[src/rtl/debug_host.sv]
// debug_host: drives a debug session over a byte-wide UART FIFO pair.
//   Sends a load command (0x4C), streams program words MSB-first, sends the
//   run command, then collects a DUMP_WORDS-word dump frame from the RX FIFO.
// Ports:
//   i_clk, i_reset (sync, active low)
//   i_start, i_run_cmd                        session request and run byte
//   i_ins_valid/i_ins/i_ins_last/o_ins_ready  instruction source handshake
//   i_uart_rx_empty/i_uart_tx_full/i_uart_data_rd, o_uart_rd/o_uart_wr/o_uart_data_wr
//   o_dump_valid/o_dump_data/o_dump_index     one strobe per dump word
//   o_busy/o_done/o_error                     session status
module debug_host #(
    parameter int UART_BUS_SIZE  = 8,
    parameter int WORD_SIZE      = 32,
    parameter int DUMP_WORDS     = 64,
    parameter int TIMEOUT_CYCLES = 1000000
) (
    input  logic                          i_clk,
    input  logic                          i_reset,
    input  logic                          i_start,
    input  logic [UART_BUS_SIZE-1:0]      i_run_cmd,
    input  logic                          i_ins_valid,
    input  logic [WORD_SIZE-1:0]          i_ins,
    input  logic                          i_ins_last,
    output logic                          o_ins_ready,
    input  logic                          i_uart_rx_empty,
    input  logic                          i_uart_tx_full,
    input  logic [UART_BUS_SIZE-1:0]      i_uart_data_rd,
    output logic                          o_uart_rd,
    output logic                          o_uart_wr,
    output logic [UART_BUS_SIZE-1:0]      o_uart_data_wr,
    output logic                          o_dump_valid,
    output logic [WORD_SIZE-1:0]          o_dump_data,
    output logic [$clog2(DUMP_WORDS)-1:0] o_dump_index,
    output logic                          o_busy,
    output logic                          o_done,
    output logic                          o_error
);
    localparam int BPW   = WORD_SIZE / UART_BUS_SIZE;
    localparam int BC_W  = (BPW > 1) ? $clog2(BPW) : 1;
    localparam int IDX_W = $clog2(DUMP_WORDS);
    localparam int TO_W  = (TIMEOUT_CYCLES > 1) ? $clog2(TIMEOUT_CYCLES) : 1;

    localparam logic [BC_W-1:0]          BC_LAST  = BC_W'(BPW - 1);
    localparam logic [IDX_W-1:0]         IDX_LAST = IDX_W'(DUMP_WORDS - 1);
    localparam logic [TO_W-1:0]          TO_LAST  = TO_W'(TIMEOUT_CYCLES - 1);
    localparam logic [UART_BUS_SIZE-1:0] LOAD_CMD = UART_BUS_SIZE'(8'h4C);

    typedef enum logic [2:0] {
        IDLE, SEND_LOAD, SEND_INS, SEND_RUN, RECV_DUMP, DONE, ERROR
    } state_t;

    state_t                               state;
    logic [UART_BUS_SIZE-1:0]             run_cmd;
    logic [WORD_SIZE-1:0]                 tx_sh;     // word being serialized, next byte on top
    logic                                 tx_have;
    logic                                 tx_last;
    logic [BC_W-1:0]                      tx_cnt;
    logic [BC_W-1:0]                      rx_cnt;
    logic [WORD_SIZE-UART_BUS_SIZE-1:0]   rx_acc;    // bytes of the word received so far
    logic [IDX_W-1:0]                     word_cnt;
    logic                                 rx_all;    // last word captured, strobe pending
    logic [TO_W-1:0]                      idle_cnt;
    logic                                 push_en;
    logic [WORD_SIZE-1:0]                 rx_word;

    // FIFO strobes are combinational from the registered state so that the
    // push/pop lands in the very cycle the FIFO status allows it.
    assign push_en      = (state == SEND_LOAD) || (state == SEND_RUN) ||
                          (state == SEND_INS && tx_have);
    assign o_uart_wr    = push_en && !i_uart_tx_full;
    assign o_uart_rd    = (state == RECV_DUMP) && !rx_all && !i_uart_rx_empty;
    assign o_ins_ready  = (state == SEND_INS) && !tx_have;
    assign o_busy       = (state == SEND_LOAD) || (state == SEND_INS) ||
                          (state == SEND_RUN)  || (state == RECV_DUMP);
    assign o_done       = (state == DONE);
    assign o_error      = (state == ERROR);
    assign rx_word      = {rx_acc, i_uart_data_rd};

    always_comb begin
        o_uart_data_wr = '0;
        case (state)
            SEND_LOAD: o_uart_data_wr = LOAD_CMD;
            SEND_INS:  if (tx_have) o_uart_data_wr = tx_sh[WORD_SIZE-1 -: UART_BUS_SIZE];
            SEND_RUN:  o_uart_data_wr = run_cmd;
            default:   o_uart_data_wr = '0;
        endcase
    end

    always_ff @(posedge i_clk) begin
        if (!i_reset) begin
            state        <= IDLE;
            run_cmd      <= '0;
            tx_sh        <= '0;
            tx_have      <= 1'b0;
            tx_last      <= 1'b0;
            tx_cnt       <= '0;
            rx_cnt       <= '0;
            rx_acc       <= '0;
            word_cnt     <= '0;
            rx_all       <= 1'b0;
            idle_cnt     <= '0;
            o_dump_valid <= 1'b0;
            o_dump_data  <= '0;
            o_dump_index <= '0;
        end else begin
            o_dump_valid <= 1'b0;
            case (state)
                IDLE, DONE, ERROR: begin
                    if (i_start) begin
                        state    <= SEND_LOAD;
                        run_cmd  <= i_run_cmd;
                        tx_have  <= 1'b0;
                        tx_cnt   <= '0;
                        rx_cnt   <= '0;
                        word_cnt <= '0;
                        idle_cnt <= '0;
                        rx_all   <= 1'b0;
                    end
                end
                SEND_LOAD: if (!i_uart_tx_full) state <= SEND_INS;
                SEND_INS: begin
                    if (!tx_have) begin
                        // ready is high here, so valid alone completes the transfer
                        if (i_ins_valid) begin
                            tx_sh   <= i_ins;
                            tx_last <= i_ins_last;
                            tx_have <= 1'b1;
                            tx_cnt  <= '0;
                        end
                    end else if (!i_uart_tx_full) begin
                        tx_sh <= tx_sh << UART_BUS_SIZE;
                        if (tx_cnt == BC_LAST) begin
                            tx_have <= 1'b0;
                            tx_cnt  <= '0;
                            if (tx_last) state <= SEND_RUN;
                        end else begin
                            tx_cnt <= tx_cnt + 1'b1;
                        end
                    end
                end
                SEND_RUN: begin
                    if (!i_uart_tx_full) begin
                        state    <= RECV_DUMP;
                        idle_cnt <= '0;
                    end
                end
                RECV_DUMP: begin
                    if (rx_all) begin
                        // final strobe is on the outputs this cycle
                        state <= DONE;
                    end else if (o_uart_rd) begin
                        idle_cnt <= '0;
                        rx_acc   <= rx_word[WORD_SIZE-UART_BUS_SIZE-1:0];
                        if (rx_cnt == BC_LAST) begin
                            rx_cnt       <= '0;
                            o_dump_valid <= 1'b1;
                            o_dump_data  <= rx_word;
                            o_dump_index <= word_cnt;
                            word_cnt     <= word_cnt + 1'b1;
                            if (word_cnt == IDX_LAST) rx_all <= 1'b1;
                        end else begin
                            rx_cnt <= rx_cnt + 1'b1;
                        end
                    end else if (idle_cnt == TO_LAST) begin
                        state <= ERROR;
                    end else begin
                        idle_cnt <= idle_cnt + 1'b1;
                    end
                end
                default: state <= IDLE;
            endcase
        end
    end
endmodule

[config.mk]
export PLATFORM = sky130hd
export DESIGN_NAME = debug_host
export DESIGN_NICKNAME = d
export VERILOG_FILES = /design/src/rtl/debug_host.sv
export SDC_FILE = /design/constraint.sdc
export NUM_CORES = 1
export LEC_CHECK = 0
export BUFFER_PORTS_ARGS = -buffer_cell sky130_fd_sc_hd__buf_2
export CAP_MARGIN = 20
export CORE_MARGIN = 2
export CORE_UTILIZATION = 55
export CTS_CLUSTER_SIZE = 10
export DETAILED_ROUTE_END_ITERATION = 7
export PLACE_DENSITY = 0.88
export SYNTH_ARGS = -nofsm -noshare
export SYNTH_HDL_FRONTEND = slang
export SYNTH_SLANG_ARGS = --single-unit
export TNS_END_PERCENT = 1
[constraint.sdc]
create_clock -name i_clk -period 2.7 [get_ports i_clk]
set_clock_uncertainty 0.1 [all_clocks]
set_input_delay 0.675 -clock i_clk [delete_from_list [all_inputs] [get_ports i_clk]]
set_output_delay 0.675 -clock i_clk [all_outputs]
set_load 0.005 [all_outputs]
==> flow_summary.ini <==
[setup_path]
worst-path-buf-inv = 2
path_class = reg -> out
cp-start-kind = flop
ff2ff_path_depth = 7
slowest_stage = dfxtp_1
worst_path_dominant_cell_family = flip-flops
path_common_cell = nor2_1
critPathRequiredTime_ps = 1920
r2r_start = idle_cnt[0]$_SDFFE_PN0P_
rrSetupSlack_ps = 300
cp.arrival_ps = 1750
max_stage_delay_ps = 550
crit_chain = buf_4 -> nor2_1 -> a22oi_1 -> nor2_1 -> buf_2
worst-path-max-fanout = 11
end_kind = output port
reg2reg_to = idle_cnt[7]$_SDFFE_PN0P_

[detailed_routing]
drt_iter0_markers = 415
via_count = 5364
remaining_drc_errors = 0
drtAntennaViolNets = 0
drtPass1Iterations = 5
drt-total-wl_um = 14200
routedWlPerCell_um = 14.67
via_per_inst = 5.541

[logic_synthesis]
synth_edf_count = 0
synth-async-reset-ratio_pct = 0
synth_seq_area_share_pct = 47.01
syn_nets = 778
synth_seq_cells = 139
syn_inst = 719
ys_types = 56
yosys_warnings = 0
ys.flop_type = dfxtp_1
syn-cell-area_mm2 = 0.005919
synth.avg_cell_area_um2 = 8.233

[hold_path]
hp-class = in -> reg
hold_path_depth = 3
min_to = run_cmd[5]$_SDFFE_PN0P_
hp-start = i_run_cmd[5]

[final_layout]
fillers = 810
finalNetCount = 878
diodes = 0
drive_gt1_share_pct = 22.60
area_growth_pct = 21.26
final_area_mm2 = 0.007178

[run_status]
status = completed

[die]
die-area_mm2 = 0.01161
die_w_um = 107.7
rows = 37
initial_utilization_pct = 57.08
core-area_mm2 = 0.01037
num_io_pins = 108
die_y_um = 107.7

[global_route]
grt_max_degree = 51
met2_usage_pct = 41.19
grt_pass1_wl_um = 23320
grt_usage_pct = 25.02
grt.met1_usage_pct = 31.16
grt_overflow_total = 0
antenna_found_initial = 1
busiest_layer = met2
grt_pass1_vias = 4942
use_met3_pct = 7.930

[power_and_ir_drop]
internal_power_mw = 4.065
power_frac_comb_pct = 21.3
swShare_pct = 31.39
seqPwrFrac_pct = 39.7
p_leak_nw = 2.748
clockPowerShare_pct = 39.0
switchingPower_mw = 1.860
power_density_mw_per_mm2 = 825.4
irDropWorstVdd_mv = 0.4787

[cts]
post_cts_buffers = 0
cts_buffers = 17
cts_hold_buf = 0
cts_sinks = 139
root_buffer = clkbuf_8
clk_latency_ps = 520
path_clk_slew_ps = 70
cts_tree = done
ctsHtreeMaxLevel = 4
clk_path_buf_depth = 2

[placement]
port_buffers = 107
place_area_mm2 = 0.006576
post-dp-hpwl_um = 9752
gp_congestion = 0.9145

[timing]
rsz0062_at_grt = false
period_needed_ps = 2528
tightest_slew_ps = 525.0
finalCritPeriodShare_pct = 93.64
slew_violations = 0
relSlewSlack_pct = 64.74
tns_ps = 0
final-setup-viol-count = 0
hold_viol_final = 0
fmax_mhz = 395.5

[run]
maxCapViolCount = 0
-- synthesized netlist by cell type (all sizes together), types with 6 or more instances --
| cell | n | share of area, % |
|---|---|---|
| a31oi | 6 | 0.63 |
| dfxtp | 139 | 47 |
| mux2i | 36 | 6.1 |
| a211oi | 24 | 3.0 |
| nand3 | 16 | 1.5 |
| xnor2 | 12 | 1.8 |
| nand2 | 152 | 9.7 |
| buf | 23 | 2.2 |
| clkbuf | 27 | 1.7 |
| nor3 | 11 | 0.93 |
| o21ai | 14 | 1.3 |
| nand4 | 9 | 0.95 |
| a21oi | 75 | 6.5 |
| o211ai | 6 | 0.76 |
| inv | 8 | 0.51 |
| or3 | 6 | 0.76 |
| a22oi | 12 | 1.5 |
| nor2 | 92 | 5.8 |
-- logic make-up (layout without fill, tap and decap cells) --
kind of cell	after synthesis	count (layout)	share of synthesized area (%)
and+or+nand+nor	317	317	23.72
AOI/OAI and AO/OA	149	149	15.58
DFF	139	139	47.01
buffers and inverters	58	171	4.397
muxes	36	36	6.088
xor gates and xnor gates	16	16	2.367
adders and majority gates	4	4	0.8455
-- tightest hold or removal path: stages --
cell and delay (ps):
buf_2 70, mux2i_1 50, nor2_1 80
-- sequential cells by signal, indices dropped and copies added, names as in the netlist, 2 cells and up --
signal and cells:
rx_acc 24, o_dump_data 32, tx_sh 32, o_dump_index 6
word_cnt 6, rx_cnt 2, idle_cnt 20, tx_cnt 2
run_cmd 8, state 3
-- timing repair --
item | in CTS | in global routing
gates resized for setup | 2 | 3
setup endpoints to repair | 1 | 6
pin swaps | 0 | 0
-- power by group through the flow --
stage / sequential [mW] / combinational, mW / clock, mW
after detailed placement: 2.39 / 1.23 / 0
final: 2.35 / 1.26 / 2.31
after global placement: 2.38 / 1.20 / 0
after global routing: 2.37 / 1.41 / 2.43
after CTS: 2.34 / 1.25 / 2.33
after floorplan: 2.31 / 1.01 / 0
-- area by class of cell --
type | instances | area (um^2) | share of cell area [%]
inverters | 8 | 31.28 | 0.4358
well taps | 136 | 170.2 | 2.371
multi-input cells | 522 | 2882 | 40.14
clock buffers | 17 | 414.1 | 5.770
flip-flops and latches | 139 | 2786 | 38.82
repair buffers | 131 | 715.7 | 9.970
clock inverters | 15 | 178.9 | 2.493
-- stage by stage --
step	setup WS [ps]	hold WS (ps)	power, mW	cells	utilization, %
2_1_floorplan	481.2	332.1	3.313	719	-
3_3_place_gp	229.2	339.4	3.581	936	63.42
3_5_place_dp	181.2	344.3	3.617	936	63.42
4_1_cts	15.55	283.6	5.925	968	69.17
5_1_grt	27.21	283.0	6.215	968	69.22
6_report	171.7	295.4	5.924	968	69.22
-- per-layer routing --
| layer | vias to the layer above | wire (um) |
|---|---|---|
| met3 | 21 | 1007 |
| li1 | 2682 | - |
| met1 | 2468 | 6061 |
| met4 | 0 | 232 |
| met2 | 193 | 6902 |
| met5 | - | 0 |
-- cell usage in the layout, fill, tap and decap left out, types with 3 or more instances in the layout --
cell,synthesis,routed
and2_1,3,3
nor2_1,92,91
buf_2,16,107
nand2_1,151,151
mux2i_1,36,36
or3_1,3,3
inv_6,0,3
clkinv_4,0,4
ha_1,4,4
a22oi_1,12,12
a31oi_1,6,6
nor3_1,11,11
nand2b_1,4,3
and3_1,3,3
inv_1,6,6
inv_8,0,4
buf_4,1,24
nand3b_1,4,4
nand4_1,9,9
nor4_1,3,3
dfxtp_2,0,3
a211oi_1,24,24
o211ai_1,6,6
dfxtp_1,139,136
xnor2_1,12,12
clkbuf_16,0,16
nand3_1,14,14
xor2_1,4,4
a21oi_1,73,73
o21ai_0,12,12
-- worst max path at each step --
stage / from / endpoint / slack [ps] / depth (start not counted)
final: state[0]$_SDFFE_PN0P_ / o_uart_data_wr[0] / 170 / 5
after floorplan: i_uart_rx_empty / o_uart_rd / 480 / 4
after global placement: i_start / idle_cnt[17]$_SDFFE_PN0P_ / 230 / 7
after global routing: state[2]$_SDFFE_PN0P_ / o_uart_wr / 30 / 5
after CTS: state[2]$_SDFFE_PN0P_ / o_uart_wr / 20 / 5
after detailed placement: i_start / idle_cnt[17]$_SDFFE_PN0P_ / 180 / 7
Note: power is estimated with default switching activity, not from simulation.
